### src/rtl/obstacle_alert_arbiter.sv
`timescale 1ns / 1ps
// N-channel obstacle-alert arbiter: synchronise and debounce each sensor, pick one owner with sticky
// priority, hold its warning for a dwell after clearing, and drive it steady or blinking.
module obstacle_alert_arbiter #(
  parameter int N_CH       = 3,
  parameter int DEBOUNCE   = 4,
  parameter int HOLD       = 8,
  parameter int BLINK_HALF = 16,
  parameter int CW         = $clog2(N_CH)
) (
  input  logic            clk,
  input  logic            rst_n,
  input  logic            ena,
  input  logic [N_CH-1:0] sensor_in,
  input  logic            mode,
  output logic [N_CH-1:0] warn_out,
  output logic [CW-1:0]   active_ch,
  output logic            busy,
  output logic            switch_pulse
);

  typedef enum logic [1:0] {StIdle, StAlert, StHold} state_e;

  logic [N_CH-1:0] r_sync1, r_sync2, r_deb;
  logic [7:0]      r_dcnt [N_CH];

  state_e          r_state, w_state_d;
  logic [CW-1:0]   r_owner, w_owner_d, w_pick;
  logic [7:0]      r_timer, w_timer_d;
  logic [15:0]     r_blink_cnt, w_blink_cnt_d;
  logic            r_phase, w_phase_d;
  logic            w_any, w_owner_deb, w_switch, w_reload, w_busy_d;
  logic [N_CH-1:0] w_warn_d;

  always_ff @(posedge clk or negedge rst_n) begin
    if (!rst_n) begin
      r_sync1 <= '0;
      r_sync2 <= '0;
      r_deb   <= '0;
      for (int i = 0; i < N_CH; i++) r_dcnt[i] <= '0;
    end else begin
      r_sync1 <= sensor_in;
      r_sync2 <= r_sync1;
      for (int i = 0; i < N_CH; i++) begin
        if (r_sync2[i] != r_deb[i]) begin
          if (r_dcnt[i] == 8'(DEBOUNCE - 1)) begin
            r_deb[i]  <= r_sync2[i];
            r_dcnt[i] <= '0;
          end else begin
            r_dcnt[i] <= r_dcnt[i] + 8'd1;
          end
        end else begin
          r_dcnt[i] <= '0;
        end
      end
    end
  end

  // Lowest active index wins.
  always_comb begin
    w_pick = '0;
    for (int i = N_CH - 1; i >= 0; i--) begin
      if (r_deb[i]) w_pick = CW'(i);
    end
  end

  assign w_any       = |r_deb;
  assign w_owner_deb = r_deb[r_owner];

  always_comb begin
    w_state_d = r_state;
    w_owner_d = r_owner;
    w_timer_d = r_timer;
    w_switch  = 1'b0;
    w_reload  = 1'b0;
    if (!ena) begin
      w_state_d = StIdle;
      w_owner_d = '0;
      w_timer_d = '0;
      w_switch  = (r_state != StIdle);
    end else begin
      unique case (r_state)
        StIdle: begin
          if (w_any) begin
            w_state_d = StAlert;
            w_owner_d = w_pick;
            w_switch  = 1'b1;
            w_reload  = 1'b1;
          end
        end
        StAlert: begin
          if (!w_owner_deb) begin
            if (w_any) begin
              w_owner_d = w_pick;
              w_switch  = 1'b1;
              w_reload  = 1'b1;
            end else if (HOLD > 0) begin
              w_state_d = StHold;
              w_timer_d = 8'(HOLD - 1);
            end else begin
              w_state_d = StIdle;
              w_owner_d = '0;
              w_switch  = 1'b1;
            end
          end
        end
        StHold: begin
          if (w_owner_deb) begin
            w_state_d = StAlert;
          end else if (w_any) begin
            w_state_d = StAlert;
            w_owner_d = w_pick;
            w_switch  = 1'b1;
            w_reload  = 1'b1;
          end else if (r_timer == '0) begin
            w_state_d = StIdle;
            w_owner_d = '0;
            w_switch  = 1'b1;
          end else begin
            w_timer_d = r_timer - 8'd1;
          end
        end
        default: begin
          w_state_d = StIdle;
          w_owner_d = '0;
          w_timer_d = '0;
        end
      endcase
    end
  end

  assign w_busy_d = (w_state_d != StIdle);

  // A fresh owner always starts on a full on-half.
  always_comb begin
    w_blink_cnt_d = r_blink_cnt + 16'd1;
    w_phase_d     = r_phase;
    if (!w_busy_d || w_reload) begin
      w_blink_cnt_d = '0;
      w_phase_d     = 1'b1;
    end else if (r_blink_cnt == 16'(BLINK_HALF - 1)) begin
      w_blink_cnt_d = '0;
      w_phase_d     = ~r_phase;
    end
  end

  always_comb begin
    w_warn_d = '0;
    for (int i = 0; i < N_CH; i++) begin
      w_warn_d[i] = w_busy_d && (w_owner_d == CW'(i)) && (mode ? w_phase_d : 1'b1);
    end
  end

  always_ff @(posedge clk or negedge rst_n) begin
    if (!rst_n) begin
      r_state      <= StIdle;
      r_owner      <= '0;
      r_timer      <= '0;
      r_blink_cnt  <= '0;
      r_phase      <= 1'b1;
      warn_out     <= '0;
      active_ch    <= '0;
      busy         <= 1'b0;
      switch_pulse <= 1'b0;
    end else begin
      r_state      <= w_state_d;
      r_owner      <= w_owner_d;
      r_timer      <= w_timer_d;
      r_blink_cnt  <= w_blink_cnt_d;
      r_phase      <= w_phase_d;
      warn_out     <= w_warn_d;
      active_ch    <= w_busy_d ? w_owner_d : '0;
      busy         <= w_busy_d;
      switch_pulse <= w_switch;
    end
  end

endmodule

### config.mk
export PLATFORM = sky130hd
export DESIGN_NAME = obstacle_alert_arbiter
export DESIGN_NICKNAME = d
export VERILOG_FILES = /design/src/rtl/obstacle_alert_arbiter.sv
export SDC_FILE = /design/constraint.sdc
export NUM_CORES = 1
export LEC_CHECK = 0
export ABC_AREA = 1
export CORE_UTILIZATION = 55
export CTS_CLUSTER_SIZE = 12
export DETAILED_ROUTE_END_ITERATION = 6
export PLACE_DENSITY = 0.76
export SKIP_CTS_REPAIR_TIMING = 1
export SLEW_MARGIN = 20
export SYNTH_ARGS = -nofsm -noshare
export SYNTH_HDL_FRONTEND = slang
export SYNTH_SLANG_ARGS = --single-unit
### constraint.sdc
create_clock -name clk -period 1.5 [get_ports clk]
set_input_delay 0.3 -clock clk [delete_from_list [all_inputs] [get_ports clk]]
set_output_delay 0.3 -clock clk [all_outputs]
set_load 0.01 [all_outputs]
==> results of run 1 <==
-- layout make-up --
cell class	instances	area (um2)	share of cell area, %
Clock buffer	11	141.4	3.013
Clock inverter	5	83.83	1.786
Inverter	64	255.2	5.439
Multi-Input combinational cell	270	1764	37.59
Sequential cell	69	1732	36.90
Tap cell	75	93.84	1.999
Timing Repair Buffer	74	623.1	13.28
-- power breakdown --
part	internal [mW]	total [mW]	switching (mW)
sequential	2.15	2.37	0.222
combinational	1.20	2.71	1.51
clock	0.984	1.69	0.707
-- cell usage in the layout (no fill, tap or decap), types with 4 or more instances in the layout --
master / instances
sky130_fd_sc_hd__nand3_4: 4
sky130_fd_sc_hd__dfrtp_1: 65
sky130_fd_sc_hd__a21oi_1: 21
sky130_fd_sc_hd__ha_4: 6
sky130_fd_sc_hd__inv_1: 50
sky130_fd_sc_hd__xnor2_1: 4
sky130_fd_sc_hd__dlymetal6s2s_1: 7
sky130_fd_sc_hd__nor4_1: 6
sky130_fd_sc_hd__inv_4: 4
sky130_fd_sc_hd__o21ai_0: 9
sky130_fd_sc_hd__nand3_1: 33
sky130_fd_sc_hd__nand2_1: 46
sky130_fd_sc_hd__clkbuf_8: 10
sky130_fd_sc_hd__nand2_2: 9
sky130_fd_sc_hd__nand4_1: 13
sky130_fd_sc_hd__nor3_1: 13
sky130_fd_sc_hd__nor2_2: 9
sky130_fd_sc_hd__xor2_1: 12
sky130_fd_sc_hd__nor2_1: 46
sky130_fd_sc_hd__clkdlybuf4s50_1: 5
sky130_fd_sc_hd__inv_2: 9
sky130_fd_sc_hd__buf_4: 57
sky130_fd_sc_hd__nor3_2: 6
-- worst max-delay path: cells and delay by family, from the launching register on --
family	cells	cell delay, ns
AO/OA/AOI/OAI	1	0.23
AND/OR/NAND/NOR	5	0.84
flip-flops	1	0.46
buffers and inverters	1	0.10
-- final timing paths --
check                           cells past startpoint        from             end
worst max-delay path                                7    r_deb[2]  r_blink_cnt[1]
worst min-delay path                                0  r_sync1[0]      r_sync2[0]
worst max register to register                      7    r_deb[2]  r_blink_cnt[1]
worst min register to register                      0  r_sync1[0]      r_sync2[0]
max in group asynchronous                           3       rst_n         r_phase
min in group asynchronous                           2       rst_n      r_dcnt[20]
-- sequential cells by signal (all words and copies together) (netlist names) --
| signal | flops |
|---|---|
| r_sync1 | 3 |
| r_deb | 3 |
| r_sync2 | 3 |
| r_blink_cnt | 16 |
| switch_pulse | 1 |
| r_owner | 2 |
| r_dcnt | 24 |
| r_phase | 1 |
| warn_out | 3 |
| r_timer | 8 |
| active_ch | 2 |
| r_state | 2 |
| busy | 1 |
-- logic make-up after synthesis --
| kind of cell | count (synthesis) | share of synthesized area (%) |
|---|---|---|
| AO/OA/AOI/OAI | 41 | 6.715 |
| AND/OR/NAND/NOR | 201 | 28.22 |
| multiplexers | 1 | 0.3231 |
| XOR/XNOR | 17 | 4.273 |
| buffers and inverters | 66 | 7.648 |
| flip-flops | 69 | 49.59 |
| adder cells (fa/ha/maj) | 9 | 3.232 |
-- stage by stage --
stage	setup slack, ns	instances	TNS (ns)
floorplan	-0.02829	404	-0.07232
global placement	-0.2454	540	-4.083
detailed placement	-0.3096	540	-5.811
CTS	-0.2188	556	-4.749
global route	-0.2982	568	-5.828
finish	-0.2301	568	-3.280
-- routing by layer --
layer	vias to the layer above	global-route usage (%)	wire [um]
li1	1497	-	-
met1	1493	28.14	3257
met2	80	40.83	4134
met3	23	7.889	374
met4	0	7.368	217
met5	-	0	0
==> metrics.log, run 1 <==
INFO  metric outcome = complete, but fails checks
INFO  metric failed_checks = setup timing
INFO  metric start_util = between 50 and 60%
INFO  metric yosys-top-cells-count = 68 x sky130_fd_sc_hd__dfrtp_1, 61 x sky130_fd_sc_hd__inv_1, 56 x sky130_fd_sc_hd__nand2_1, 54 x sky130_fd_sc_hd__nor2_1, 35 x sky130_fd_sc_hd__nand3_1
INFO  metric timing.critical_path.from_type = flip-flop
INFO  metric transition_time_at_the_pin_with_the_least_slew_margin = roughly 0.41 ns
INFO  metric grt_antenna_before_repair = 0
INFO  metric grt_setup_unrepaired = yes
INFO  metric fin_crit_sh = 115.3%
INFO  metric syn_std_cell_area = 3485 um2
INFO  metric worst_path_slowest_cell = sky130_fd_sc_hd__dfrtp_1
INFO  metric library_cell_with_the_largest_summed_area_after_synthesis = sky130_fd_sc_hd__dfrtp_1
INFO  metric design_area = 4693 um2
INFO  metric cp_cell_sequence = inv_2 > nand3_1 > o21ai_1 > nand3_2 > nand2_4 > nand2_8 > nor3b_1
INFO  metric clk_latency = roughly 0.35 ns
INFO  metric power_leakage = 2.231 nW
INFO  metric count_of_inserted_antenna_diode_cells = 0
INFO  metric timing_max_transition_violations_final = 0
INFO  metric worstSetupPathType = reg2reg
INFO  metric critPathRequiredTime = about 1.8 ns
INFO  metric avgViaCountPerCell = around 5.4
INFO  metric synth_warnings = 0
INFO  metric pin_count = 14
INFO  metric fraction_of_final_layout_cells_sized_beyond_drive_strength_1 = roughly 31%
INFO  metric clock_tree.root_cell = sky130_fd_sc_hd__clkbuf_8
INFO  metric worst_clock_skew = roughly 0.012 ns
INFO  metric placedInstanceArea = approximately 4200 um2
INFO  metric fp.dieArea = ~6700 um2
INFO  metric yosys-top-cells-area = sky130_fd_sc_hd__dfrtp_1 49%, sky130_fd_sc_hd__inv_1 6.6%, sky130_fd_sc_hd__nand2_1 6.0%
INFO  metric grt_util_all_layers = 23.79%
INFO  metric cts_tree = yes
INFO  metric layout.core_utilization = approximately 78%
INFO  metric synthFlopType = sky130_fd_sc_hd__dfrtp_1
INFO  metric cts.htree.levels = 3
INFO  metric dpl.hpwl = 5.159 mm
INFO  metric slew_headroom = 72.40%
INFO  metric worst_path_largest_cell_delay = 0.46 ns
INFO  metric grt-ovfl-total = 0
INFO  metric numCtsBuffers = 9
INFO  metric grt_max_degree = 39
INFO  metric chipHeight = roughly 80 um
INFO  metric place_congestion = ~0.85
INFO  metric layout_min_cycle_time = about 1.7 ns
INFO  metric crit_fanout = 16
INFO  metric worst_slack = -0.2301 ns
INFO  metric iteration_0_drc_markers = about 180
INFO  metric cts_sink_cnt = slightly below 70
INFO  metric post_synth.cell_area_avg = ~8.6 um2
INFO  metric drc_errors = 0
INFO  metric cp_data_arrival_time = a little under 2 ns
INFO  metric clk_pin_slew_worst_paths = around 0.070 ns
INFO  metric count_of_flip_flops_with_a_built_in_enable_after_synthesis = 0
INFO  metric synthMostInstantiatedCell = sky130_fd_sc_hd__dfrtp_1
INFO  metric chip_width = around 82 um
INFO  metric route.antenna.remaining_nets = 0
INFO  metric number_of_rows_created_at_floorplan = 28
INFO  metric synth_net_count = 420
INFO  metric ir_drop = between 1 and 1.5 mV
INFO  metric hold_path_class = reg2reg
INFO  metric max_freq = between 500 and 600 MHz
INFO  metric routed-via-count = 3093
INFO  metric post_drt_wl_per_cell = between 10 and 15 um
INFO  metric placement.io_buffers = 13
INFO  metric final_nets = approximately 500
INFO  metric clockBufferDepth = 2
INFO  metric finalPower = 6.771 mW
INFO  metric yosys_register_bits = 69
INFO  metric r2r_setup_slack = -0.23 ns
INFO  metric grt_pass1_wl = 11.79 mm
INFO  metric minimum_hold_slack = approximately 0.36 ns
INFO  metric synthCells = approximately 400
INFO  metric critPathCaptureType = flip-flop
INFO  metric async_reset_ff_share = 100.0%
INFO  metric filler_cell_count = slightly below 400
INFO  metric postRouteWirelength = ~8 mm
INFO  metric yosysTopAreaCellShare = 48.83%
INFO  metric vias_in_the_first_global_route = 2768
INFO  metric powerDensity = between 1000 and 1500 nW/um2
INFO  metric synth-seq-area-share = between 40% and 50%
INFO  metric drt-pass1-iter-count = 6
INFO  metric number_of_endpoints_failing_setup_at_the_final_stage = 31
INFO  metric area_growth_syn_to_layout = 34.69%
INFO  metric core = 6026 um2
INFO  metric drv_cap = 0
INFO  metric ys_types = 35
INFO  metric hold_viol = 0
No activity file was read; power rests on OpenSTA's default activity.
==> run 2: changes to the inputs <==
Settings changed: GPL_ROUTABILITY_DRIVEN set to 0, TNS_END_PERCENT set to 1.
==> metrics.log, run 2 (synthesis gave the netlist of run 1 again) <==
INFO  metric outcome = complete, but fails checks (unchanged)
INFO  metric failed_checks = setup timing (unchanged)
INFO  metric grt-ovfl-total = 0 (unchanged)
INFO  metric postRouteWirelength = 7.635 mm (was 7.983 mm)
INFO  metric hold_path_class = in2async (was reg2reg)
INFO  metric worstRegToRegCells = 11 (was 7)
INFO  metric clockBufferDepth = 2 (unchanged)
INFO  metric r2r_setup_slack = -0.18 ns (was -0.23 ns)
INFO  metric fraction_of_final_layout_cells_sized_beyond_drive_strength_1 = 27.98% (was 30.63%)
INFO  metric chipHeight = 81.60 um (unchanged)
INFO  metric drv_cap = 0 (unchanged)
INFO  metric clock_tree.root_cell = sky130_fd_sc_hd__clkbuf_8 (unchanged)
INFO  metric worstSetupPathType = reg2reg (unchanged)
INFO  metric internal-power = 4.420 mW (was 4.330 mW)
INFO  metric timing.critical_path.from = r_state[0] (was r_deb[2])
INFO  metric final_common_cell = sky130_fd_sc_hd__dfrtp_1 (unchanged)
INFO  metric number_of_endpoints_failing_setup_at_the_final_stage = 31 (unchanged)
INFO  metric critPathTopFamily = simple AND/OR/NAND/NOR gates (unchanged)
INFO  metric clk_pin_slew_worst_paths = 0.08 ns (was 0.07 ns)
INFO  metric area_growth_syn_to_layout = 32.06% (was 34.69%)
INFO  metric regMostFlops = r_dcnt (unchanged)
INFO  metric placedInstanceArea = 4178 um2 (was 4185 um2)
INFO  metric setup-tns-final = -2.858 ns (was -3.280 ns)
INFO  metric p_sw_share = 34.94% (was 36.05%)
INFO  metric design_area = 4602 um2 (was 4693 um2)
INFO  metric final_nets = 497 (was 504)
INFO  metric worst_path_slowest_cell = sky130_fd_sc_hd__dfrtp_2 (was sky130_fd_sc_hd__dfrtp_1)
INFO  metric max_freq = 596.7 MHz (was 578.0 MHz)
INFO  metric critical_path_buffer_and_inverter_count = 2 (was 1)
INFO  metric hold_viol = 0 (unchanged)
INFO  metric chip_width = 81.60 um (unchanged)
INFO  metric vias_in_the_first_global_route = 2870 (was 2768)
INFO  metric timing.rr.end = warn_out[0] (was r_blink_cnt[1])
INFO  metric drt-pass1-iter-count = 5 (was 6)
INFO  metric layout.core_utilization = 76.37% (was 77.89%)
INFO  metric number_of_rows_created_at_floorplan = 28 (unchanged)
INFO  metric ir_drop = 1.094 mV (was 1.227 mV)
INFO  metric grt_antenna_before_repair = 0 (unchanged)
INFO  metric largestRegisters = r_dcnt x24, r_blink_cnt x16, r_timer x8 (unchanged)
INFO  metric largest_register_ffs = 24 (unchanged)
INFO  metric critical_path.reg2reg.startpoint = r_state[0] (was r_deb[2])
INFO  metric clk_latency = 0.34 ns (was 0.35 ns)
INFO  metric placement.io_buffers = 13 (unchanged)
INFO  metric layout.cells.most_common_list = 66 x sky130_fd_sc_hd__dfrtp_1, 52 x sky130_fd_sc_hd__inv_1, 51 x sky130_fd_sc_hd__buf_4 (was 65 x sky130_fd_sc_hd__dfrtp_1, 57 x sky130_fd_sc_hd__buf_4, 50 x sky130_fd_sc_hd__inv_1)
INFO  metric route.antenna.remaining_nets = 0 (unchanged)
INFO  metric critical_path_cell_count = 11 (was 7)
INFO  metric drc_errors = 0 (unchanged)
INFO  metric cp_data_arrival_time = 1.91 ns (was 1.98 ns)
INFO  metric crit_path_frequent_cell = sky130_fd_sc_hd__nor2_1
INFO  metric layout_min_cycle_time = 1.676 ns (was 1.730 ns)
INFO  metric combinationalPowerShare = 37.6% (was 40.0%)
INFO  metric fp.dieArea = 6658 um2 (unchanged)
INFO  metric grt_max_degree = 46 (was 39)
INFO  metric cts_sink_cnt = 69 (unchanged)
INFO  metric cp_cell_sequence = inv_4 > ha_4 > inv_1 > a21oi_1 > nor2_1 > nand2_1 > nand2_2 > nand2_4 > nand3_2 > nor2_4 > nor2_1 (was inv_2 > nand3_1 > o21ai_1 > nand3_2 > nand2_4 > nand2_8 > nor3b_1)
INFO  metric clockPowerShare = 27.5% (was 25.0%)
INFO  metric core = 6026 um2 (unchanged)
INFO  metric power_leakage = 2.207 nW (was 2.231 nW)
INFO  metric finalPower = 6.794 mW (was 6.771 mW)
INFO  metric timing_max_transition_violations_final = 0 (unchanged)
INFO  metric cts_tree = yes (unchanged)
INFO  metric worst_slack = -0.1758 ns (was -0.2301 ns)
INFO  metric powerDensity = 1476 nW/um2 (was 1443 nW/um2)
INFO  metric cts.htree.levels = 3 (unchanged)
INFO  metric routed-via-count = 2963 (was 3093)
INFO  metric post-place-ws = -0.2841 ns (was -0.3096 ns)
INFO  metric crit_fanout = 4 (was 16)
INFO  metric avgViaCountPerCell = 5.282 (was 5.445)
INFO  metric endpoint = warn_out[0] (was r_blink_cnt[1])
INFO  metric transition_time_at_the_pin_with_the_least_slew_margin = 0.3703 ns (was 0.4102 ns)
INFO  metric count_of_inserted_antenna_diode_cells = 0 (unchanged)
INFO  metric iteration_0_drc_markers = 107 (was 183)
INFO  metric pin_count = 14 (unchanged)
INFO  metric critPathRequiredTime = 1.74 ns (was 1.75 ns)
INFO  metric fin_crit_sh = 111.7% (was 115.3%)
INFO  metric start_util = 57.83% (unchanged)
INFO  metric worst_path_largest_cell_delay = 0.47 ns (was 0.46 ns)
INFO  metric grt_pass1_wl = 12.03 mm (was 11.79 mm)
INFO  metric grt_setup_unrepaired = yes (unchanged)
INFO  metric slew_headroom = 75.09% (was 72.40%)
INFO  metric critPathCaptureType = flip-flop (unchanged)
INFO  metric grt_util_all_layers = 24.09% (was 23.79%)
INFO  metric worst_clock_skew = 0.007071 ns (was 0.01179 ns)
INFO  metric seq_power_share = 34.9% (was 35.0%)
INFO  metric timing.critical_path.from_type = flip-flop (unchanged)
INFO  metric dpl.hpwl = 5.114 mm (was 5.159 mm)
INFO  metric power.net_switching = 2.374 mW (was 2.441 mW)
INFO  metric post_drt_wl_per_cell = 13.61 um (was 14.05 um)
INFO  metric numCtsBuffers = 9 (unchanged)
[run 2: changes by cell type in the layout (fill, tap and decap cells not counted), moves of 2 or more]
cell                      previous run  this run
sky130_fd_sc_hd__buf_4              57        51
sky130_fd_sc_hd__nand3_2             1         5
sky130_fd_sc_hd__nand3_4             4         1
sky130_fd_sc_hd__inv_1              50        52
sky130_fd_sc_hd__nor2_1             46        48
sky130_fd_sc_hd__nor2_2              9         7
[run 2: layer usage]
layer	vias to the layer above	wire length, um	track usage (%)
li1	1474	-	-
met1	1399	3394	28.68
met2	67	3767	42.50
met3	23	279	7.000
met4	0	193	6.140
met5	-	0	0
[run 2: cell type report]
type / instances / area, um2
Multi-Input combinational cell: 269 / 1704
Inverter: 64 / 247.7
Clock inverter: 5 / 106.4
Tap cell: 75 / 93.84
Fill cell: 401 / 1424
Clock buffer: 11 / 141.4
Timing Repair Buffer: 68 / 578.1
Sequential cell: 69 / 1730
[run 2: how the worst min path moves through the flow]
stage                        end  depth (start not counted)        from  slack, ns
floorplan           active_ch[0]                          0       rst_n      0.004
global placement      r_dcnt[20]                          1       rst_n       0.18
detailed placement    r_dcnt[20]                          1       rst_n       0.18
CTS                   r_dcnt[20]                          1       rst_n      -0.20
global route          r_sync2[1]                          0  r_sync1[1]       0.37
finish                  r_deb[1]                          2       rst_n       0.35
[run 2: through the flow]
| step | hold WS, ns | instances |
|---|---|---|
| final | 0.3466 | 561 |
| after global routing | 0.3688 | 561 |
| after CTS | -0.2023 | 556 |
| after detailed placement | 0.1765 | 540 |
| after global placement | 0.1753 | 540 |
| after floorplan | 0.004409 | 404 |
[run 2: power by group through the flow]
stage	clock network, mW	registers (mW)	logic [mW]
floorplan	0	2.40	1.37
global placement	0	2.38	2.23
detailed placement	0	2.39	2.30
CTS	1.92	2.36	2.34
global route	1.99	2.41	2.82
finish	1.87	2.37	2.55
==> run 3: changes to the inputs <==
Settings changed: SETUP_SLACK_MARGIN set to 0.4.
==> metrics.log, run 3 (synthesis gave the netlist of run 1 again) <==
INFO  metric grt-ovfl-total = 0 (unchanged)
INFO  metric critPathCaptureType = flip-flop (unchanged)
INFO  metric combinationalPowerShare = 39.5% (was 37.6%)
INFO  metric clockPowerShare = 26.2% (was 27.5%)
INFO  metric layout.core_utilization = 80.69% (was 76.37%)
INFO  metric dpl.hpwl = 5.114 mm (unchanged)
INFO  metric start_util = 57.83% (unchanged)
INFO  metric final_cells = 561 (unchanged)
INFO  metric cp_cell_sequence = inv_4 > ha_4 > inv_1 > a21oi_1 > nor2_1 > nand2_1 > nand2_2 > nand2_4 > nand3_2 > nor2_4 > nor2_1 (unchanged)
INFO  metric timing.critical_path.from_type = flip-flop (unchanged)
INFO  metric power_leakage = 2.186 nW (was 2.207 nW)
INFO  metric timing_max_transition_violations_final = 0 (unchanged)
INFO  metric critPathRequiredTime = 1.74 ns (about the same)
INFO  metric grt_setup_unrepaired = yes (unchanged)
INFO  metric drc_errors = 0 (unchanged)
INFO  metric powerDensity = 1472 nW/um2 (was 1476 nW/um2)
INFO  metric clockBufferDepth = 2 (unchanged)
INFO  metric clk_latency = 0.35 ns (was 0.34 ns)
INFO  metric layout_min_cycle_time = 1.676 ns (about the same)
INFO  metric iteration_0_drc_markers = 140 (was 107)
INFO  metric number_of_rows_created_at_floorplan = 28 (unchanged)
INFO  metric numCtsBuffers = 9 (unchanged)
INFO  metric area_growth_syn_to_layout = 39.53% (was 32.06%)
INFO  metric placement.io_buffers = 13 (unchanged)
INFO  metric grt_antenna_before_repair = 0 (unchanged)
INFO  metric postRouteWirelength = 8.441 mm (was 7.635 mm)
INFO  metric finalPower = 7.156 mW (was 6.794 mW)
INFO  metric max_freq = 596.8 MHz (was 596.7 MHz)
INFO  metric worstSetupPathType = reg2reg (unchanged)
INFO  metric clk_pin_slew_worst_paths = 0.08 ns (about the same)
INFO  metric internal-power = 4.552 mW (was 4.420 mW)
INFO  metric regMostFlops = r_dcnt (unchanged)
INFO  metric final_common_cell = sky130_fd_sc_hd__dfrtp_1 (unchanged)
INFO  metric layout.cells.most_common_list = 61 x sky130_fd_sc_hd__dfrtp_1, 51 x sky130_fd_sc_hd__buf_4, 46 x sky130_fd_sc_hd__inv_1 (was 66 x sky130_fd_sc_hd__dfrtp_1, 52 x sky130_fd_sc_hd__inv_1, 51 x sky130_fd_sc_hd__buf_4)
INFO  metric largestRegisters = r_dcnt x24, r_blink_cnt x16, r_timer x8 (unchanged)
INFO  metric cts_sink_cnt = 69 (unchanged)
INFO  metric count_of_inserted_antenna_diode_cells = 0 (unchanged)
INFO  metric hold_viol = 0 (unchanged)
INFO  metric power.net_switching = 2.604 mW (was 2.374 mW)
INFO  metric final_nets = 497 (unchanged)
INFO  metric worst_path_largest_cell_delay = 0.47 ns (about the same)
INFO  metric fp.dieArea = 6658 um2 (unchanged)
INFO  metric hold_path_class = in2async (unchanged)
INFO  metric grt_max_degree = 46 (unchanged)
INFO  metric drv_cap = 0 (unchanged)
INFO  metric worst_path_slowest_cell = sky130_fd_sc_hd__dfrtp_2 (unchanged)
INFO  metric crit_fanout = 4 (unchanged)
INFO  metric avgViaCountPerCell = 5.412 (was 5.282)
INFO  metric p_sw_share = 36.39% (was 34.94%)
INFO  metric minimum_hold_slack = 0.3441 ns (was 0.3466 ns)
INFO  metric cp_data_arrival_time = 1.91 ns (about the same)
INFO  metric pin_count = 14 (unchanged)
INFO  metric drt-pass1-iter-count = 4 (was 5)
INFO  metric largest_register_ffs = 24 (unchanged)
INFO  metric chipHeight = 81.60 um (unchanged)
INFO  metric seq_power_share = 34.3% (was 34.9%)
INFO  metric ir_drop = 1.107 mV (was 1.094 mV)
INFO  metric worst_slack = -0.1757 ns (was -0.1758 ns)
INFO  metric routed-via-count = 3036 (was 2963)
INFO  metric critical_path_buffer_and_inverter_count = 2 (unchanged)
INFO  metric fraction_of_final_layout_cells_sized_beyond_drive_strength_1 = 39.71% (was 27.98%)
INFO  metric crit_path_frequent_cell = sky130_fd_sc_hd__nor2_1 (unchanged)
INFO  metric transition_time_at_the_pin_with_the_least_slew_margin = 0.3807 ns (was 0.3703 ns)
INFO  metric dp.cells = 540 (unchanged)
INFO  metric critPathTopFamily = simple AND/OR/NAND/NOR gates (unchanged)
INFO  metric failed_checks = setup timing (unchanged)
INFO  metric outcome = complete, but fails checks (unchanged)
INFO  metric clock_tree.root_cell = sky130_fd_sc_hd__clkbuf_8 (unchanged)
INFO  metric core = 6026 um2 (unchanged)
INFO  metric number_of_endpoints_failing_setup_at_the_final_stage = 31 (unchanged)
INFO  metric chip_width = 81.60 um (unchanged)
INFO  metric slew_headroom = 74.39% (was 75.09%)
INFO  metric worst_clock_skew = 0.008579 ns (was 0.007071 ns)
INFO  metric grt_util_all_layers = 24.09% (unchanged)
INFO  metric route.antenna.remaining_nets = 0 (unchanged)
INFO  metric vias_in_the_first_global_route = 2870 (unchanged)
INFO  metric fin_crit_sh = 111.7% (about the same)
INFO  metric cts_tree = yes (unchanged)
INFO  metric cts.htree.levels = 3 (unchanged)
INFO  metric grt_pass1_wl = 12.03 mm (unchanged)
INFO  metric post_drt_wl_per_cell = 15.05 um (was 13.61 um)
## run 3: changes by cell type in the layout (fill, tap and decap cells not counted), sizes merged
cell and change:
buf +7, dlymetal6s2s -7
## run 3: power groups by stage
stage | sequential [mW] | clock (mW) | combinational (mW)
finish | 2.46 | 1.88 | 2.82
floorplan | 2.40 | 0 | 1.37
detailed placement | 2.39 | 0 | 2.30
CTS | 2.36 | 1.92 | 2.34
global route | 2.50 | 1.98 | 3.08
global placement | 2.38 | 0 | 2.23
## run 3: worst reg2reg max path: stages, from the launching register on
cell and delay [ns]:
sky130_fd_sc_hd__dfrtp_2 0.47, sky130_fd_sc_hd__inv_4 0.11, sky130_fd_sc_hd__ha_4 0.14, sky130_fd_sc_hd__inv_1 0.08, sky130_fd_sc_hd__a21oi_1 0.15, sky130_fd_sc_hd__nor2_1 0.07, sky130_fd_sc_hd__nand2_1 0.08, sky130_fd_sc_hd__nand2_2 0.07
sky130_fd_sc_hd__nand2_4 0.11, sky130_fd_sc_hd__nand3_2 0.11, sky130_fd_sc_hd__nor2_4 0.12, sky130_fd_sc_hd__nor2_1 0.06
## run 3: final timing paths
path,end,slack (ns),start,depth (start not counted)
worst max register to register,warn_out[0],-0.18,r_state[0],11
min in group clk,r_sync2[0],0.36,r_sync1[0],0
max in group asynchronous,r_phase,0.59,rst_n,3
worst min register to register,r_sync2[0],0.36,r_sync1[0],0
worst min-delay path,r_dcnt[10],0.34,rst_n,2
worst max-delay path,warn_out[0],-0.18,r_state[0],11
## run 3: metrics by stage
step	setup TNS (ns)	area, um2	setup slack (ns)
CTS	-3.722	4425	-0.1919
detailed placement	-5.463	4178	-0.2841
global placement	-4.438	4178	-0.2477
finish	-2.864	4862	-0.1757
floorplan	-0.2172	3597	-0.03453
global route	-5.454	4862	-0.2556
## run 3: metal layers
layer / vias up / global-route usage (%) / wire [um]
li1: 1474 / - / -
met2: 80 / 42.50 / 4382
met3: 19 / 7.000 / 378
met5: - / 0 / 0
met1: 1463 / 28.68 / 3492
met4: 0 / 6.140 / 187
## run 3: final cells by class
type	instances	area, um2
Inverter	64	247.7
Sequential cell	69	1737
Timing Repair Buffer	68	544.3
Clock inverter	5	106.4
Clock buffer	11	141.4
Tap cell	75	93.84
Multi-Input combinational cell	269	1992
Fill cell	354	1164
